**src/rtl/tags.svh**
```systemverilog
// Address-tag encodings for io_bus transfers: addr_tag = {mode[1:0], lock_unlock}.
`ifndef IO_TAGS_SVH
`define IO_TAGS_SVH
localparam logic [1:0] TAG_MODE_AMO = 2'b10;
localparam logic       TAG_LOCK     = 1'b1;
localparam logic       TAG_UNLOCK   = 1'b0;
`endif

```
**src/rtl/io_arb_pkg.sv**
```systemverilog
// Shared types and defaults for the two-master io_bus arbiter.
package io_arb_pkg;
  `include "tags.svh"

  localparam int unsigned TIMEOUT_CYCLES_DEFAULT = 256;

  typedef enum logic [1:0] {
    ST_IDLE = 2'd0,
    ST_OWN0 = 2'd1,
    ST_OWN1 = 2'd2
  } arb_state_e;
endpackage

```
**src/rtl/io_bus_watchdog.sv**
```systemverilog
// Counts stalled strobe cycles and pulses expire on the cycle the limit is reached.
module io_bus_watchdog #(
  parameter int unsigned TIMEOUT_CYCLES = 256
) (
  input  logic clk_i,
  input  logic rst_ni,
  input  logic stb,
  input  logic ack,
  input  logic err,
  output logic expire
);
  localparam logic [8:0] TERM_CNT = 9'(TIMEOUT_CYCLES - 1);

  logic [8:0] wait_cnt_q;
  logic       waiting;

  assign waiting = stb & ~ack & ~err;
  assign expire  = waiting & (wait_cnt_q == TERM_CNT);

  always_ff @(posedge clk_i or negedge rst_ni) begin
    if (!rst_ni) begin
      wait_cnt_q <= '0;
    end else if (!waiting || expire) begin
      wait_cnt_q <= '0;
    end else begin
      wait_cnt_q <= wait_cnt_q + 9'd1;
    end
  end
endmodule

```
**src/rtl/io_bus_arbiter.sv**
```systemverilog
// Two-master Wishbone arbiter for io_bus with round-robin grant, AMO bus lock and
// a stalled-strobe watchdog.
//   state   | meaning
//   IDLE    | no owner; all slave and response outputs held at 0
//   OWN0    | master 0 drives io_bus and receives its responses
//   OWN1    | master 1 drives io_bus and receives its responses
module io_bus_arbiter
  import io_arb_pkg::*;
#(
  parameter int unsigned TIMEOUT_CYCLES = TIMEOUT_CYCLES_DEFAULT
) (
  input  logic        clk_i,
  input  logic        rst_ni,
  input  logic        m0_cyc_i,
  input  logic        m0_stb_i,
  input  logic        m0_we_i,
  input  logic [31:0] m0_addr_i,
  input  logic [2:0]  m0_addr_tag_i,
  input  logic [31:0] m0_data_i,
  input  logic [3:0]  m0_sel_i,
  output logic        m0_ack_o,
  output logic        m0_err_o,
  output logic        m0_data_tag_o,
  output logic [31:0] m0_data_o,
  input  logic        m1_cyc_i,
  input  logic        m1_stb_i,
  input  logic        m1_we_i,
  input  logic [31:0] m1_addr_i,
  input  logic [2:0]  m1_addr_tag_i,
  input  logic [31:0] m1_data_i,
  input  logic [3:0]  m1_sel_i,
  output logic        m1_ack_o,
  output logic        m1_err_o,
  output logic        m1_data_tag_o,
  output logic [31:0] m1_data_o,
  output logic        s_cyc_o,
  output logic        s_stb_o,
  output logic        s_we_o,
  output logic [31:0] s_addr_o,
  output logic [2:0]  s_addr_tag_o,
  output logic [31:0] s_data_o,
  output logic [3:0]  s_sel_o,
  input  logic        s_ack_i,
  input  logic        s_err_i,
  input  logic        s_data_tag_i,
  input  logic [31:0] s_data_i
);
  arb_state_e  state_q, state_d;
  logic        last_q, last_d;
  logic        lock_q, lock_d;
  logic        own0, own1;
  logic        o_cyc, o_stb, o_we;
  logic [31:0] o_addr, o_data;
  logic [2:0]  o_tag;
  logic [3:0]  o_sel;
  logic        expire, xfer, tag_lock, tag_unlock;

  assign own0 = (state_q == ST_OWN0);
  assign own1 = (state_q == ST_OWN1);

  always_comb begin
    o_cyc  = 1'b0;
    o_stb  = 1'b0;
    o_we   = 1'b0;
    o_addr = '0;
    o_tag  = '0;
    o_data = '0;
    o_sel  = '0;
    if (own0) begin
      o_cyc  = m0_cyc_i;
      o_stb  = m0_stb_i;
      o_we   = m0_we_i;
      o_addr = m0_addr_i;
      o_tag  = m0_addr_tag_i;
      o_data = m0_data_i;
      o_sel  = m0_sel_i;
    end else if (own1) begin
      o_cyc  = m1_cyc_i;
      o_stb  = m1_stb_i;
      o_we   = m1_we_i;
      o_addr = m1_addr_i;
      o_tag  = m1_addr_tag_i;
      o_data = m1_data_i;
      o_sel  = m1_sel_i;
    end
  end

  // Watchdog sees the owner's raw strobe so the forced-low output cannot feed back.
  io_bus_watchdog #(
    .TIMEOUT_CYCLES(TIMEOUT_CYCLES)
  ) u_watchdog (
    .clk_i  (clk_i),
    .rst_ni (rst_ni),
    .stb    (o_stb),
    .ack    (s_ack_i),
    .err    (s_err_i),
    .expire (expire)
  );

  assign s_cyc_o      = o_cyc & ~expire;
  assign s_stb_o      = o_stb & ~expire;
  assign s_we_o       = o_we;
  assign s_addr_o     = o_addr;
  assign s_addr_tag_o = o_tag;
  assign s_data_o     = o_data;
  assign s_sel_o      = o_sel;

  assign m0_ack_o      = own0 & s_ack_i;
  assign m0_err_o      = own0 & (s_err_i | expire);
  assign m0_data_tag_o = own0 & s_data_tag_i;
  assign m0_data_o     = own0 ? s_data_i : '0;
  assign m1_ack_o      = own1 & s_ack_i;
  assign m1_err_o      = own1 & (s_err_i | expire);
  assign m1_data_tag_o = own1 & s_data_tag_i;
  assign m1_data_o     = own1 ? s_data_i : '0;

  assign xfer       = o_cyc & o_stb;
  assign tag_lock   = (o_tag == {TAG_MODE_AMO, TAG_LOCK});
  assign tag_unlock = (o_tag == {TAG_MODE_AMO, TAG_UNLOCK});

  always_comb begin
    lock_d = lock_q;
    if (expire) begin
      lock_d = 1'b0;
    end else if (xfer) begin
      if (s_err_i)                     lock_d = 1'b0;
      else if (s_ack_i && tag_lock)    lock_d = 1'b1;
      else if (s_ack_i && tag_unlock)  lock_d = 1'b0;
    end
  end

  // A held lock pins ownership even after the owner drops cyc.
  always_comb begin
    state_d = state_q;
    case (state_q)
      ST_IDLE: begin
        if (m0_cyc_i && m1_cyc_i) state_d = last_q ? ST_OWN0 : ST_OWN1;
        else if (m0_cyc_i)        state_d = ST_OWN0;
        else if (m1_cyc_i)        state_d = ST_OWN1;
      end
      ST_OWN0: begin
        if (!m0_cyc_i && !lock_q) state_d = m1_cyc_i ? ST_OWN1 : ST_IDLE;
      end
      ST_OWN1: begin
        if (!m1_cyc_i && !lock_q) state_d = m0_cyc_i ? ST_OWN0 : ST_IDLE;
      end
      default: state_d = ST_IDLE;
    endcase
  end

  always_comb begin
    last_d = last_q;
    if (state_d == ST_OWN0 && state_q != ST_OWN0)      last_d = 1'b0;
    else if (state_d == ST_OWN1 && state_q != ST_OWN1) last_d = 1'b1;
  end

  always_ff @(posedge clk_i or negedge rst_ni) begin
    if (!rst_ni) begin
      state_q <= ST_IDLE;
      last_q  <= 1'b1;
      lock_q  <= 1'b0;
    end else begin
      state_q <= state_d;
      last_q  <= last_d;
      lock_q  <= lock_d;
    end
  end
endmodule

```
**config.mk**
```make
export PLATFORM = sky130hd
export DESIGN_NAME = io_bus_arbiter
export DESIGN_NICKNAME = d
export VERILOG_FILES = /design/src/rtl/io_arb_pkg.sv /design/src/rtl/io_bus_watchdog.sv /design/src/rtl/io_bus_arbiter.sv
export VERILOG_INCLUDE_DIRS = /design/src /design/src/rtl
export SDC_FILE = /design/constraint.sdc
export NUM_CORES = 1
export LEC_CHECK = 0
export CAP_MARGIN = 20
export CELL_PAD_IN_SITES_DETAIL_PLACEMENT = 0
export CELL_PAD_IN_SITES_GLOBAL_PLACEMENT = 1
export CORE_MARGIN = 1.5
export CORE_UTILIZATION = 11
export DETAILED_ROUTE_END_ITERATION = 7
export PLACE_DENSITY = 0.83
export RECOVER_POWER = 25
export SLEW_MARGIN = 20
export SYNTH_ARGS = -nofsm -noshare
export SYNTH_HDL_FRONTEND = slang
export SYNTH_HIERARCHICAL = 1
export SYNTH_SLANG_ARGS = --single-unit
export TNS_END_PERCENT = 1
```
**constraint.sdc**
```tcl
create_clock -name clk_i -period 1.7 [get_ports clk_i]
set_input_delay 0.34 -clock clk_i [delete_from_list [all_inputs] [get_ports clk_i]]
set_output_delay 0.34 -clock clk_i [all_outputs]
set_load 0.01 [all_outputs]
```
==> results.cfg, run 1 <==
[outcome]
status = complete, but fails checks
violations = setup timing

[hold_path]
whs_endpoint = last_q
hold_start = last_q
hold_class = reg2reg
holdPathStages = 2

[cts]
cts_max_path_buffers = 2
path_clk_slew_ps = 40
cts.sinks = 13
htreeDepth = 1
root_buffer = clkbuf_16
clock_latency_ps = 240
cts.hold.buffers_added = 0
cts_made_buffers = 3
tritoncts = done

[worst_setup_path]
rr_endpoint = lock_q
r2r_start = state_q[0]
crit_path_frequent_cell = buf_6
crit_fanout = 6
startpoint_type = flop
cpPeakStageDelay_ps = 440
critical_path_class = reg2out
rr_worst_depth = 7
path_cells = nor2b_4 > buf_6 > buf_12 > buf_6 > buf_6 > a22o_1 > buf_2
cp.required_ps = 1360
end_kind = output port
arrival_ps = 1720
slowest_stage = dfrtp_2
r2r_slack_ps = -120

[final_layout]
drive_gt1_share_pct = 37.6
fillers = 1844
antenna_cells = 0
final_cell_mix = clkdlybuf4s50_1 (183), buf_2 (120), a22o_1 (69), and2_1 (62), buf_6 (29)
ff_latch_area_um2 = 329
stdcell_count = 831
nets = 794
postLayoutCoreUtil_pct = 32.7
final_cell_area_mm2 = 0.00562
multi_input_comb_area_mm2 = 0.00156
final_common_cell = clkdlybuf4s50_1
layout-area-overhead-vs-synth_pct = 192

[sta]
setup_tns_ps = -29080
post-route-min-period_ps = 2060
fin_ws_ps = -359
maxSlewHeadroom_pct = 49.7
fmax_mhz = 486
final-hold-violation-count = 0
setup_viol = 153
tightest_slew_ps = 754
hold_slack_ps = 517
fin_crit_sh_pct = 121
maxSlewViolCount = 0
rsz0062_at_grt = true
finClkSkew_ps = 2.81

[placed_design]
dpl-instance-area_mm2 = 0.00571
dpl.cell_count = 808
gp_congestion = 0.747
io_buffers = 328
post-dp-hpwl_mm = 10.9
post-place-ws_ps = -735

[synth]
synth_cells = 245
yosys.area.top_type_share_pct = 32.7
syn_area_per_cell_um2 = 7.86
yosys.area.top_type = a22o_1
yosys_warnings = 6
synth_seq_cells = 13
syn_nets = 432
synth_area_mm2 = 0.00193
synth_area_leaders = a22o_1 (33%), and2_1 (22%), dfrtp_1 (16%), buf_2 (4.2%), nor2_1 (2.5%)
yosysSeqAreaShare_pct = 16.9
synth_cell_types = 31

[die]
initial_core_util_pct = 11.2
die-area_mm2 = 0.0183
fp-row-count = 48
die_y_um = 135
core_mm2 = 0.0172
die_width_um = 135
ios = 329

[grt]
grt_overflow = 0
grt_pass1_vias = 3309
use_met2_pct = 21.8
grt_antenna_before_repair = 0
met1_usage_pct = 18.6
grt_max_degree = 23
use_met3_pct = 3.48
busiest_layer = met2
grt_usage_pct = 13.5
grt_pass1_wl_mm = 19.1

[power]
p_leak_nw = 2.58
power_density_mw_per_mm2 = 1310
peakVddDrop_v = 0.000634
power_mw = 7.38

[run]
maxCapViolations = 0

[routing]
vias = 3356
wl_per_cell_um = 16.4
routed_wl_mm = 13.6
first_pass_iters = 4
drt-initial-drc-count = 103
ant_nets = 0
routed_via_density = 4.04
drc = 0
## cells in the mapped netlist
cell type	count
or4b_4	1
inv_1	2
buf_6	2
buf_2	16
nor4b_1	1
nand2b_1	5
a21oi_1	4
a22oi_1	2
nor2_1	13
or3_1	3
nand3_1	6
a311o_1	1
a22o_4	1
xnor2_1	1
a22o_1	72
or2_2	1
dfstp_2	1
nor2b_1	3
ha_1	2
o211ai_2	1
nand2_1	5
xor2_1	2
dfrtp_1	12
and4bb_2	1
and2_1	69
clkbuf_1	7
nand4_1	1
o21a_1	2
o22ai_1	2
o21ai_0	5
o32ai_1	1
## worst max-delay path, delay by kind of cell, from the launching register on
kind	cells	cell delay, ps
buffers and inverters	5	630
flip-flops	1	440
AO/OA/AOI/OAI	1	240
AND/OR/NAND/NOR	1	160
## repair_timing
action | 4_1_cts | 5_1_grt
hold endpoints to repair | 0 | 0
pin swaps | 80 | 17
cloned | 3 | 0
endpoints found under the setup margin | 153 | 153
setup buffers | 13 | 3
gates resized for setup | 609 | 26
## report_power, final
group / switching, mW / internal [mW]
logic: 2.93 / 3.57
registers: 0.0687 / 0.374
clock network: 0.130 / 0.316
total: 3.13 / 4.26
## area by class of cell
| class | instances | share of cell area (%) |
|---|---|---|
| Multi-Input combinational cell | 205 | 27.7 |
| Tap cell | 225 | 5.01 |
| Sequential cell | 13 | 5.85 |
| Timing Repair Buffer | 382 | 59.9 |
| Inverter | 2 | 0.134 |
| Clock buffer | 4 | 1.40 |
## sequential cells by signal, summed over array words and instances, names as in the netlist
name	cells
state_q	2
lock_q	1
last_q	1
u_watchdog/wait_cnt_q	9
## metal layers
metal  up-vias  routed length, um
li1       1632                  -
met1      1529               5930
met2       186               6410
met3         9               1170
met4         0                 91
met5         -                  0
## cell families after synthesis
kind of cell | after synthesis | synth area share, %
XOR/XNOR | 3 | 1.36
flip-flops | 13 | 16.9
adder cells (fa/ha/maj) | 2 | 1.30
buffers and inverters | 27 | 7.08
AO/OA/AOI/OAI | 91 | 39.8
AND/OR/NAND/NOR | 109 | 33.5
## worst max-delay path by stage
stage	from	to	slack (ps)
CTS	u_watchdog/wait_cnt_q[0]	m1_err_o	-380
finish	state_q[0]	s_sel_o[2]	-360
detailed placement	m0_stb_i	s_stb_o	-730
global placement	m0_stb_i	s_stb_o	-720
floorplan	state_q[1]	lock_q	-20
global route	u_watchdog/wait_cnt_q[0]	m0_err_o	-430
Power figures use the tool's default switching activity.
==> run 2, diff against run 1 <==
--- a/config.mk
+++ b/config.mk
@@ -11,6 +11,7 @@
 export CELL_PAD_IN_SITES_GLOBAL_PLACEMENT = 1
 export CORE_MARGIN = 1.5
 export CORE_UTILIZATION = 11
+export CTS_CLUSTER_DIAMETER = 40
 export DETAILED_ROUTE_END_ITERATION = 7
 export PLACE_DENSITY = 0.83
 export RECOVER_POWER = 25
==> results of run 2 <==
No change in the layout: final DEF, timing and power equal those of run 1.
==> run 3, diff against run 2 <==
--- a/config.mk
+++ b/config.mk
@@ -9,7 +9,6 @@
 export CAP_MARGIN = 20
 export CELL_PAD_IN_SITES_DETAIL_PLACEMENT = 0
 export CELL_PAD_IN_SITES_GLOBAL_PLACEMENT = 1
-export CORE_MARGIN = 1.5
 export CORE_UTILIZATION = 11
 export CTS_CLUSTER_DIAMETER = 40
 export DETAILED_ROUTE_END_ITERATION = 7
==> run 3 against run 2 <==
  * The run still ends with setup timing left
  * Critical path depth fell by 1
  * Register-to-register slack got worse by 140 ps
  * Wire length fell by 3.2%
  * Non-clock buffer count rose by 3
  * Global-route usage fell by 0.21 points
  * Clock skew fell by 1.4 ps
  * First-iteration DRC count fell by 26%
  * Count of clock-buffer cells in the layout did not move
  * Cell count rose by 0.36%
  * Hold slack got worse by 8.1 ps
  * Largest cell class unchanged
==> results.cfg, run 3 (synthesized netlist as in run 1, its figures left out) <==
[worst_setup_path]
r2r_slack_ps = -260
crit_end = s_stb_o
cp.required_ps = 1360
arrival_ps = 1710
startpoint_type = flop
r2r_start = u_watchdog/wait_cnt_q[1]
setup.worst_path.start = state_q[0]
end_kind = output port
rr_endpoint = u_watchdog/wait_cnt_q[7]
crit_fanout = 4
critical_path_class = reg2out
rr_worst_depth = 9

[sta]
post-route-min-period_ps = 2050
setup_tns_ps = -24220
maxSlewViolCount = 0
maxSlewHeadroom_pct = 48.6
fin_ws_ps = -348
final-hold-violation-count = 0
rsz0062_at_grt = true
hold_slack_ps = 509
finClkSkew_ps = 1.36
fin_crit_sh_pct = 120
setup_viol = 149
tightest_slew_ps = 771
fmax_mhz = 488

[final_layout]
final_common_cell = clkdlybuf4s50_1
top_regs = u_watchdog/wait_cnt_q (9), state_q (2)
nets = 797
postLayoutCoreUtil_pct = 32.9
antenna_cells = 0
top_register = u_watchdog/wait_cnt_q
drive_gt1_share_pct = 37.6
final_cell_mix = clkdlybuf4s50_1 (183), buf_2 (109), a22o_1 (68), and2_1 (62), buf_6 (42)
largest_reg_flops = 9
layout-area-overhead-vs-synth_pct = 193

[routing]
routed_via_density = 4.01
routed_wl_mm = 13.2
wl_per_cell_um = 15.8
drc = 0
ant_nets = 0
vias = 3341
drt-initial-drc-count = 76
first_pass_iters = 4

[placed_design]
post-place-ws_ps = -687
gp_congestion = 0.772
post-dp-hpwl_mm = 11.2
io_buffers = 328

[cts]
root_buffer = clkbuf_16
cts_max_path_buffers = 2
tritoncts = done
clock_latency_ps = 240
htreeDepth = 1
cts_made_buffers = 3
cts.sinks = 13
path_clk_slew_ps = 40

[die]
fp-row-count = 48
die_width_um = 134
die-area_mm2 = 0.0180
initial_core_util_pct = 11.2
core_mm2 = 0.0172
ios = 329
die_y_um = 134

[power]
p_leak_nw = 2.60
peakVddDrop_v = 0.000484
power_density_mw_per_mm2 = 1270

[outcome]
status = complete, but fails checks
violations = setup timing

[run]
maxCapViolations = 0

[grt]
grt_pass1_vias = 3248
grt_max_degree = 20
grt_pass1_wl_mm = 18.4
grt_usage_pct = 13.3
grt_overflow = 0
grt_antenna_before_repair = 0

[hold_path]
hold_class = reg2reg
-- run 3: worst min-delay path by stage --
stage,start,to,slack (ps),cells past startpoint
detailed placement,last_q,last_q,520,2
global route,u_watchdog/wait_cnt_q[0],u_watchdog/wait_cnt_q[0],560,2
CTS,rst_ni,u_watchdog/wait_cnt_q[6],410,2
floorplan,rst_ni,lock_q,40,0
global placement,u_watchdog/wait_cnt_q[0],u_watchdog/wait_cnt_q[0],510,2
finish,last_q,last_q,510,2
-- run 3: power breakdown --
part	leakage, nW	switching (mW)	internal, mW	total [mW]
registers	0.169	0.0594	0.371	0.431
clock network	0.0382	0.129	0.316	0.445
logic	2.40	2.84	3.48	6.31
-- run 3: area by class of cell --
cell class / instances / area [um2]
Clock buffer: 4 / 78.8
Tap cell: 225 / 282
Inverter: 2 / 7.51
Multi-Input combinational cell: 205 / 1570
Timing Repair Buffer: 385 / 3380
Fill cell: 1888 / 11500
Sequential cell: 13 / 328
-- run 3: routing by layer --
layer	vias up	GRT usage, %	wire length (um)	part of all wire (%)
met1	1526	16.3	5360	41
met5	-	0	0	0
li1	1638	-	-	-
met2	170	24.2	6690	51
met3	7	2.80	1010	7.7
met4	0	1.50	101	0.77
-- run 3: worst max-delay path: stages, from the launching register on --
cell and delay, ps:
dfrtp_1 410, nor2b_4 170, a22o_4 270, and4bb_4 230, buf_6 120, nor2b_2 100
buf_2 150
-- run 3: what timing repair did --
action,CTS,global route
pin swaps,92,12
endpoints found under the setup margin,153,153
setup buffers,12,1
hold buffers,0,0
endpoints found under the hold margin,0,0
cloned,1,0
gates resized for setup,606,25
-- run 3: stage by stage --
step	area, um2	total power, mW	instances
after global routing	5650	7.70	834
after CTS	5520	7.09	833
final	5650	7.19	834
after global placement	5750	7.19	816
after detailed placement	5750	7.17	816
after floorplan	1940	3.18	245
